## config.mk

```make
export PLATFORM = sky130hd
export DESIGN_NAME = reg_file_mp
export DESIGN_NICKNAME = d
export VERILOG_FILES = /design/src/rtl/mips_rf_pkg.sv /design/src/rtl/reg_file_mp_rd_port.sv /design/src/rtl/reg_file_mp.sv
export SDC_FILE = /design/constraint.sdc
export NUM_CORES = 2
export LEC_CHECK = 0
export BUFFER_PORTS_ARGS = -buffer_cell sky130_fd_sc_hd__clkbuf_2
export CORE_MARGIN = 4
export CORE_UTILIZATION = 50
export CTS_BUF_LIST = sky130_fd_sc_hd__clkbuf_8 sky130_fd_sc_hd__clkbuf_16
export DETAILED_ROUTE_END_ITERATION = 12
export PLACE_DENSITY = 0.76
export SLEW_MARGIN = 20
export SYNTH_ARGS = -nofsm -noshare
export SYNTH_HDL_FRONTEND = slang
export SYNTH_HIERARCHICAL = 1
export SYNTH_SLANG_ARGS = --single-unit
```

## constraint.sdc

```tcl
create_clock -name clk -period 9.28 [get_ports clk]
set_input_delay 0.928 -clock clk [delete_from_list [all_inputs] [get_ports clk]]
set_output_delay 0.928 -clock clk [all_outputs]
set_load 0.02 [all_outputs]
```

## src/rtl/mips_rf_pkg.sv

```systemverilog
// mips_rf_pkg: shared state type, default sizes and byte-merge helper for reg_file_mp
package mips_rf_pkg;

    typedef enum logic {RF_INIT, RF_RUN} rf_state_t;

    localparam int RF_DATA_W = 32;
    localparam int RF_DEPTH  = 32;
    localparam int RF_MAX_W  = 256;
    localparam int RF_MAX_BE = RF_MAX_W / 8;

    // Works at the widest supported word; callers size-cast operands in and the result out.
    function automatic logic [RF_MAX_W-1:0] rf_merge_be(
        input logic [RF_MAX_W-1:0]  old_w,
        input logic [RF_MAX_W-1:0]  new_w,
        input logic [RF_MAX_BE-1:0] be
    );
        logic [RF_MAX_W-1:0] r;
        for (int i = 0; i < RF_MAX_BE; i++)
            r[i*8 +: 8] = be[i] ? new_w[i*8 +: 8] : old_w[i*8 +: 8];
        return r;
    endfunction

endpackage

```

## src/rtl/reg_file_mp_rd_port.sv

```systemverilog
// rf_read_port: one registered read port with write-first byte bypass and zero forcing
module rf_read_port
    import mips_rf_pkg::*;
#(
    parameter int DATA_W   = RF_DATA_W,
    parameter int DEPTH    = RF_DEPTH,
    parameter int ADDR_W   = $clog2(DEPTH),
    parameter bit ZERO_REG = 1'b1
) (
    input  logic                clk,
    input  logic                rst_n,
    input  logic                run,
    input  logic [ADDR_W-1:0]   rd_addr,
    input  logic [DATA_W-1:0]   entry,
    input  logic                wr_ok,
    input  logic [ADDR_W-1:0]   wr_addr,
    input  logic [DATA_W-1:0]   wr_data,
    input  logic [DATA_W/8-1:0] wr_be,
    output logic [DATA_W-1:0]   rd_data
);

    logic [DATA_W-1:0] rd_d, rd_q;
    logic              zero, hit;

    always_comb begin
        zero = !run || (ZERO_REG && rd_addr == '0) || 32'(rd_addr) >= DEPTH;
        hit  = wr_ok && wr_addr == rd_addr;
        rd_d = zero ? '0
             : hit  ? DATA_W'(rf_merge_be(RF_MAX_W'(entry), RF_MAX_W'(wr_data), RF_MAX_BE'(wr_be)))
             :        entry;
    end

    always_ff @(posedge clk or negedge rst_n)
        if (!rst_n) rd_q <= '0;
        else        rd_q <= rd_d;

    assign rd_data = rd_q;

endmodule

```

## src/rtl/reg_file_mp.sv

```systemverilog
// reg_file_mp: multi-read-port register file with byte-enabled writes, bypass and a hardware clear sweep
module reg_file_mp
    import mips_rf_pkg::*;
#(
    parameter  int DATA_W   = RF_DATA_W,
    parameter  int DEPTH    = RF_DEPTH,
    parameter  int NUM_RD   = 2,
    parameter  bit ZERO_REG = 1'b1,
    localparam int ADDR_W   = $clog2(DEPTH)
) (
    input  logic                     clk,
    input  logic                     rst_n,
    input  logic                     clr_req,
    input  logic                     wr_en,
    input  logic [ADDR_W-1:0]        wr_addr,
    input  logic [DATA_W-1:0]        wr_data,
    input  logic [DATA_W/8-1:0]      wr_be,
    input  logic [NUM_RD*ADDR_W-1:0] rd_addr,
    output logic [NUM_RD*DATA_W-1:0] rd_data,
    output logic                     init_busy,
    output logic                     wr_err
);

    rf_state_t         state_q, state_d;
    logic [ADDR_W-1:0] cnt_q, cnt_d;
    logic              busy_q, busy_d, err_q, err_d;
    logic [DATA_W-1:0] mem_q [DEPTH];
    logic              mem_we;
    logic [ADDR_W-1:0] mem_addr;
    logic [DATA_W-1:0] mem_wd;
    logic              run, in_rng, wr_ok;

    always_comb begin
        run     = state_q == RF_RUN;
        in_rng  = 32'(wr_addr) < DEPTH;
        wr_ok   = run && wr_en && in_rng && !(ZERO_REG && wr_addr == '0);
        err_d   = wr_en && (!run || !in_rng);
        state_d = state_q;
        cnt_d   = cnt_q;
        if (!run) begin
            cnt_d = cnt_q + 1'b1;
            if (cnt_q == ADDR_W'(DEPTH - 1)) begin
                state_d = RF_RUN;
                cnt_d   = '0;
            end
        end else if (clr_req) begin
            state_d = RF_INIT;
            cnt_d   = '0;
        end
        busy_d   = state_d == RF_INIT;
        // The sweep owns the single write port while it runs.
        mem_we   = !run || wr_ok;
        mem_addr = run ? wr_addr : cnt_q;
        mem_wd   = run ? DATA_W'(rf_merge_be(RF_MAX_W'(mem_q[wr_addr]), RF_MAX_W'(wr_data), RF_MAX_BE'(wr_be)))
                       : '0;
    end

    always_ff @(posedge clk or negedge rst_n)
        if (!rst_n) begin
            state_q <= RF_INIT;
            cnt_q   <= '0;
            busy_q  <= 1'b1;
            err_q   <= 1'b0;
        end else begin
            state_q <= state_d;
            cnt_q   <= cnt_d;
            busy_q  <= busy_d;
            err_q   <= err_d;
        end

    always_ff @(posedge clk)
        if (mem_we) mem_q[mem_addr] <= mem_wd;

    for (genvar k = 0; k < NUM_RD; k++) begin : g_rd
        rf_read_port #(
            .DATA_W  (DATA_W),
            .DEPTH   (DEPTH),
            .ADDR_W  (ADDR_W),
            .ZERO_REG(ZERO_REG)
        ) u_rd (
            .clk    (clk),
            .rst_n  (rst_n),
            .run    (run),
            .rd_addr(rd_addr[k*ADDR_W +: ADDR_W]),
            .entry  (mem_q[rd_addr[k*ADDR_W +: ADDR_W]]),
            .wr_ok  (wr_ok),
            .wr_addr(wr_addr),
            .wr_data(wr_data),
            .wr_be  (wr_be),
            .rd_data(rd_data[k*DATA_W +: DATA_W])
        );
    end

    assign init_busy = busy_q;
    assign wr_err    = err_q;

endmodule

```

Word-level counts from Yosys, hierarchy flattened --
Memory sizes are Yosys's and may differ from the RTL's. Index checks and enable logic that the tools add are counted.
Storage, ports and cells: memory bits (writable) 1024, bits of input ports 55, memories 1, output and inout bits 66, word-level logic and storage cells 52, register bits 72
Memory list:
- mem_q | words 32, width 32, read ports 3, clocked after Yosys merged registers in 0, write ports 1, line reg_file_mp.sv:27 | logic [DATA_W-1:0] mem_q [DEPTH];
Operators by class: reduce and logical (&&, ||, !) cells 13, muxes and demuxes 26, $add $sub $neg 1, equality and inequality tests 4, bitwise gates (word level) 1
Operators by type and width (number):
- 2-to-1 mux 32 bit | 5
- 2-to-1 mux 8 bit | 12
- 2-to-1 mux 5 bit | 4
- logical NOT 5 bit | 3
- == test 5 bit | 2
- adder 5 x 1 -> 5 bit (second input constant) | 1
- == test 5 bit (second input constant) | 1
- logical AND 1 bit | 5
- 2-to-1 mux 1 bit | 5
- logical OR 1 bit | 3
- logical NOT 1 bit | 2
- != test 2 bit (second input constant) | 1
- inverter 1 bit | 1

Longest topological paths before layout --
depth in word-level cells 6, depth in mapped cells 10, gate-level depth less buffers 6

Cells and area by module --
Netlist, hierarchy kept.
By module, submodules not included:
- reg_file_mp | area an instance 56945.9 sq um, times used 1, seq. area each 30950.9 sq um, cells each 3011
- rf_read_port | area an instance 1574.0 sq um, times used 2, seq. area each 800.8 sq um, cells each 159

Least setup slack after synthesis --
OpenSTA, ideal clock, no wires.
path kind input to register, from input port wr_addr[0], to memory mem_q[0][31] in the netlist's numbering, data pin, arrival 4937 ps, path buffers 4, stages 7, library setup time 754 ps, setup slack 3588 ps, data required time 8526 ps, path through buf_4 > buf_4 > buf_4 > buf_4 > mux2i_1 > mux2_2 > a2111oi_0
Between the ends: longest elaborated chain between the ends 3
RTL lines:
- start: declaration | line reg_file_mp.sv:15 | input logic [ADDR_W-1:0] wr_addr,
- memory (32 x 32 bit)
- 2-to-1 mux 8 bit | line mips_rf_pkg.sv:19 | r[i*8 +: 8] = be[i] ? new_w[i*8 +: 8] : old_w[i*8 +: 8];
- 2-to-1 mux 32 bit | line reg_file_mp.sv:54 | mem_wd = run ? DATA_W'(rf_merge_be(RF_MAX_W'(mem_q[wr_addr]), RF_MAX_W'(wr_data), RF_MAX_BE'(wr_be)))
- net mem_wd[31] | line reg_file_mp.sv:30 | logic [DATA_W-1:0] mem_wd;
- end: declaration | line reg_file_mp.sv:27
The timed path passes the listed nets, and every way through them passes these cells.

Final worst setup path --
from input port wr_addr[1], to memory mem_q[23][23] in the netlist's numbering, enable pin
Between the ends: longest elaborated chain between the ends 6, elaborated cells on any way between the ends 7
RTL lines:
- logical NOT 5 bit | line reg_file_mp.sv:36 | wr_ok = run && wr_en && in_rng && !(ZERO_REG && wr_addr == '0);
- logical NOT 1 bit | line reg_file_mp.sv:36
- logical AND 1 bit | line reg_file_mp.sv:36
- logical OR 1 bit | line reg_file_mp.sv:52 | mem_we = !run || wr_ok;
- 2-to-1 mux 1 bit | line reg_file_mp.sv:72 | if (mem_we) mem_q[mem_addr] <= mem_wd;
- 2-to-1 mux 1 bit (not written as such) | line reg_file_mp.sv:72
Several ways; a longest one is shown, not always the timed one.

==> impl_table.tex <==
\begin{tabular}{lr}
\hline
Metric & Value \\
\hline
\multicolumn{2}{l}{\textbf{Route}} \\
Total length of routed met2 wires & 85,150 um \\
Routed length per placed instance & 38.98 um \\
DRC violations left & 0 \\
Post-Route M1 WL & 66,560 um \\
Total via count after detailed routing & 38,350 \\
Antenna Violating Nets Remaining & 0 \\
Via-to-Cell Ratio & 7.605 \\
Met3 wire length & 34,610 um \\
Top routing layer used & met5 \\
Total Wirelength & 196,500 um \\
Total iterations of the first detailed-routing run & 8 \\
First-iteration detailed-routing DRC count & 6,838 \\
\multicolumn{2}{l}{\textbf{Global route}} \\
Pin count of the biggest net entering global routing & 139 \\
Final global-route overflow total & 0 \\
Number of global-route vias before repair & 37,810 \\
Number of antenna violations at the first check in global routing & 8 \\
Wire length of the first global-routing pass & 277,200 um \\
GRT Total Usage & 30.93\% \\
\multicolumn{2}{l}{\textbf{Run status}} \\
Result of the run & complete, no violations \\
\multicolumn{2}{l}{\textbf{Synthesis}} \\
Warning count from the yosys run & 6 \\
Synth async-reset ratio & 6.569\% \\
Synthesized area & 60,090 sq um \\
Unique cell type count in the Yosys netlist & 50 \\
Average instance area after synthesis & 18.05 sq um \\
Count of flip-flops with a built-in enable after synthesis & 1,024 \\
Share of the yosys chip area belonging to registers & 54.17\% \\
Number of cells produced by synthesis & 3,329 \\
FF+latch count, synth & 1,096 \\
Commonest register cell after synthesis & sky130\_fd\_sc\_hd\_\_edfxtp\_1 \\
Synthesized Nets & 3,386 \\
\multicolumn{2}{l}{\textbf{Placed design}} \\
Port Buffers & 120 \\
GP Congestion & 0.8694 \\
Area of placed instances & 62,460 sq um \\
Hpwl dp & 110,300 um \\
\multicolumn{2}{l}{\textbf{Worst setup path}} \\
Cell with the largest stage delay on the worst path & sky130\_fd\_sc\_hd\_\_nor2\_4 \\
Setup CP Type & input pin to flop \\
Number of buffers and inverters on the critical path & 3 \\
Delay of the slowest cell on the worst path & 1.10 ns \\
Critical Path Start Type & input pin \\
Dominant delay contributor by cell family on the critical path & buffers and inverters \\
Worst-case register-to-register setup slack & 5.80 ns \\
Arrival time of data at the critical path endpoint & 4.85 ns \\
Worst EP required & 9.61 ns \\
Largest driver fanout on the critical path & 138 \\
Capturing element type of the critical path & flop \\
Critical path cell sequence & buf\_8 -> buf\_12 -> a41oi\_2 -> nor2\_4 -> buf\_4 \\
\multicolumn{2}{l}{\textbf{CTS}} \\
Clk Tree Root Cell & sky130\_fd\_sc\_hd\_\_clkbuf\_16 \\
TritonCTS clock tree & yes \\
Clk\_lat worst skew & 0.72 ns \\
Level count of the clock H-tree & 3 \\
\# hold bufs at CTS & 0 \\
Post-CTS sizing & 0 \\
Clock sinks & 1,096 \\
Clk pin slew, worst setup/hold paths & 0.06 ns \\
Number of setup buffers added after CTS & 0 \\
CTS buffer count & 114 \\
Number of buffers on the longest clock path & 3 \\
\multicolumn{2}{l}{\textbf{Cells and area}} \\
Filler Cell Count & 8,652 \\
Total Nets Final & 3,399 \\
Leading cell type in the layout, fill and taps excluded & sky130\_fd\_sc\_hd\_\_edfxtp\_1 \\
Most frequent cells in the layout & sky130\_fd\_sc\_hd\_\_edfxtp\_1, sky130\_fd\_sc\_hd\_\_mux4\_2, sky130\_fd\_sc\_hd\_\_mux2\_2, sky130\_fd\_sc\_hd\_\_mux2i\_1, sky130\_fd\_sc\_hd\_\_clkbuf\_16 \\
Area of all placed cells without fillers & 66,630 sq um \\
Area grow syn2layout & 10.87\% \\
Share of layout cells above drive strength 1 & 41.93\% \\
Post-route core utilization & 56.12\% \\
\multicolumn{2}{l}{\textbf{Die}} \\
Floorplan Core Area & 118,700 sq um \\
Die H & 354.7 um \\
Number of I/O pins & 121 \\
Effective utilization at floorplan & 50.62\% \\
Site row count & 126 \\
Chip Width & 354.7 um \\
Die Area & 125,800 sq um \\
\multicolumn{2}{l}{\textbf{STA}} \\
Unrepaired setup endpoints after global routing & false \\
Final worst path period share & 48.77\% \\
Total count of max-transition violations in the final report & 0 \\
Pin slew with the least headroom to its limit & 1.196 ns \\
Layout Skew & 0.03470 ns \\
Total of endpoints with negative setup slack in the final report & 0 \\
Min Tclk post-route & 4.526 ns \\
Final total negative setup slack & 0 ns \\
Relative slew margins & 20.06\% \\
Worst hold slack across all endpoints & 0.1547 ns \\
Max Fclk & 0.2210 GHz \\
Count of final hold-check violations & 0 \\
\multicolumn{2}{l}{\textbf{Flow run}} \\
Max-Cap Viols & 0 \\
\multicolumn{2}{l}{\textbf{Power and ir drop}} \\
VDD IR max & 0.2017 mV \\
Cell area power density & 212.3 nW/um\^{}2 \\
LEAKAGE & 21.70 nW \\
\multicolumn{2}{l}{\textbf{Min path}} \\
Worst min-delay path category & input pin to async pin \\
\hline
\end{tabular}
==> final cells by class <==
| type | instances | area [sq um] | share of cell area, % |
|---|---|---|---|
| timing repair buffer | 212 | 1469 | 2.205 |
| tap | 1600 | 2002 | 3.005 |
| multi-input combinational | 1883 | 26690 | 40.06 |
| sequential | 1096 | 32560 | 48.86 |
| inverter | 35 | 131.4 | 0.1972 |
| clock inverter | 81 | 623.1 | 0.9352 |
| antenna | 3 | 7.507 | 0.01127 |
| clock buffer | 132 | 3146 | 4.721 |
==> through the flow <==
step                      cells  setup slack [ns]  total power [W]
after floorplan            3329             3.588         0.008305
after global placement     4825             4.376         0.009438
after detailed placement   4825             4.270         0.009506
after CTS                  5038             4.998          0.01404
after global routing       5040             4.842          0.01453
final                      5042             4.754          0.01415
==> cells by family (layout without fill, tap and decap cells) <==
| kind of cell | after synthesis | in the layout | share of synthesized area, % |
|---|---|---|---|
| muxes | 1122 | 1122 | 35.16 |
| DFF | 1096 | 1096 | 54.17 |
| AOI/OAI and AO/OA | 433 | 433 | 5.128 |
| buffers and inverters | 350 | 460 | 2.834 |
| and+or+nand+nor | 314 | 314 | 2.467 |
| xor gates and xnor gates | 12 | 12 | 0.1999 |
| adders and majority gates | 2 | 2 | 0.04163 |
| other | 0 | 3 | 0 |
==> power breakdown <==
group / internal (W) / switching [W] / total (W)
combinational: 0.00116 / 0.00190 / 0.00306
sequential: 0.00620 / 0.000301 / 0.00650
clock: 0.00263 / 0.00195 / 0.00458
total: 0.0100 / 0.00415 / 0.0141
==> state kept, by name, indices dropped and copies added, names as in the netlist <==
| name | flops |
|---|---|
| g_rd.u_rd/rd_data | 64 |
| run | 1 |
| cnt_q | 5 |
| wr_err | 1 |
| init_busy | 1 |
| mem_q | 1024 |
==> final timing paths <==
path                                      start                                end  cells after the start
max                                  wr_addr[1]            mem_q[23][23]$_DFFE_PP_                      5
min                                       rst_n  g_rd[0].u_rd/rd_data[1]$_DFF_PN0_                      1
max reg2reg                       run$_DFF_PN0_            mem_q[23][23]$_DFFE_PP_                      3
min reg2reg                cnt_q[4]$_DFFE_PN0P_               cnt_q[4]$_DFFE_PN0P_                      2
max in group asynchronous                 rst_n                      run$_DFF_PN0_                      2
min in group clk                     wr_data[2]  g_rd[0].u_rd/rd_data[2]$_DFF_PN0_                      3
==> metal layers <==
layer,track usage [%],vias to the layer above
met5,0,-
met4,12.66,10
met3,12.02,652
met2,44.66,3598
met1,42.41,19660
li1,-,14430
==> Yosys cell counts (all sizes together) (2+ instances only) <==
cell | count | area [sq um]
o22ai | 33 | 206.5
ha | 2 | 25.02
a22oi | 31 | 232.7
nor3b | 2 | 15.01
a21boi | 64 | 480.5
nand2b | 2 | 12.51
or3 | 2 | 12.51
o211ai | 7 | 52.55
nor3 | 2 | 10.01
a21o | 33 | 247.7
nand2 | 74 | 277.8
nor2 | 76 | 285.3
a21oi | 3 | 15.01
o21ai | 99 | 495.5
inv | 34 | 127.6
a211oi | 31 | 232.7
nand4 | 2 | 12.51
xnor2 | 11 | 111.4
nand3 | 98 | 490.5
o31ai | 31 | 232.7
and3 | 9 | 56.30
nor2b | 37 | 231.5
dfrtp | 71 | 1777
a41oi | 2 | 17.52
edfxtp | 1024 | 30750
clkbuf | 144 | 540.5
mux4 | 772 | 17390
and2 | 2 | 12.51
mux2 | 191 | 2151
a32oi | 31 | 271.5
or4 | 2 | 15.01
and4 | 3 | 26.28
a2bb2oi | 31 | 271.5
o2bb2ai | 2 | 17.52
buf | 171 | 1031
mux2i | 159 | 1592
o21a | 2 | 17.52
a221oi | 31 | 271.5
==> worst reg2reg max path, delay by kind of cell, from the launching register on <==
family,cells,cell delay [ns]
compound gates,1,0.63
buf+inv,1,0.63
flops,1,0.73
simple gates,1,1.10
Power figures use the tool's default switching activity.
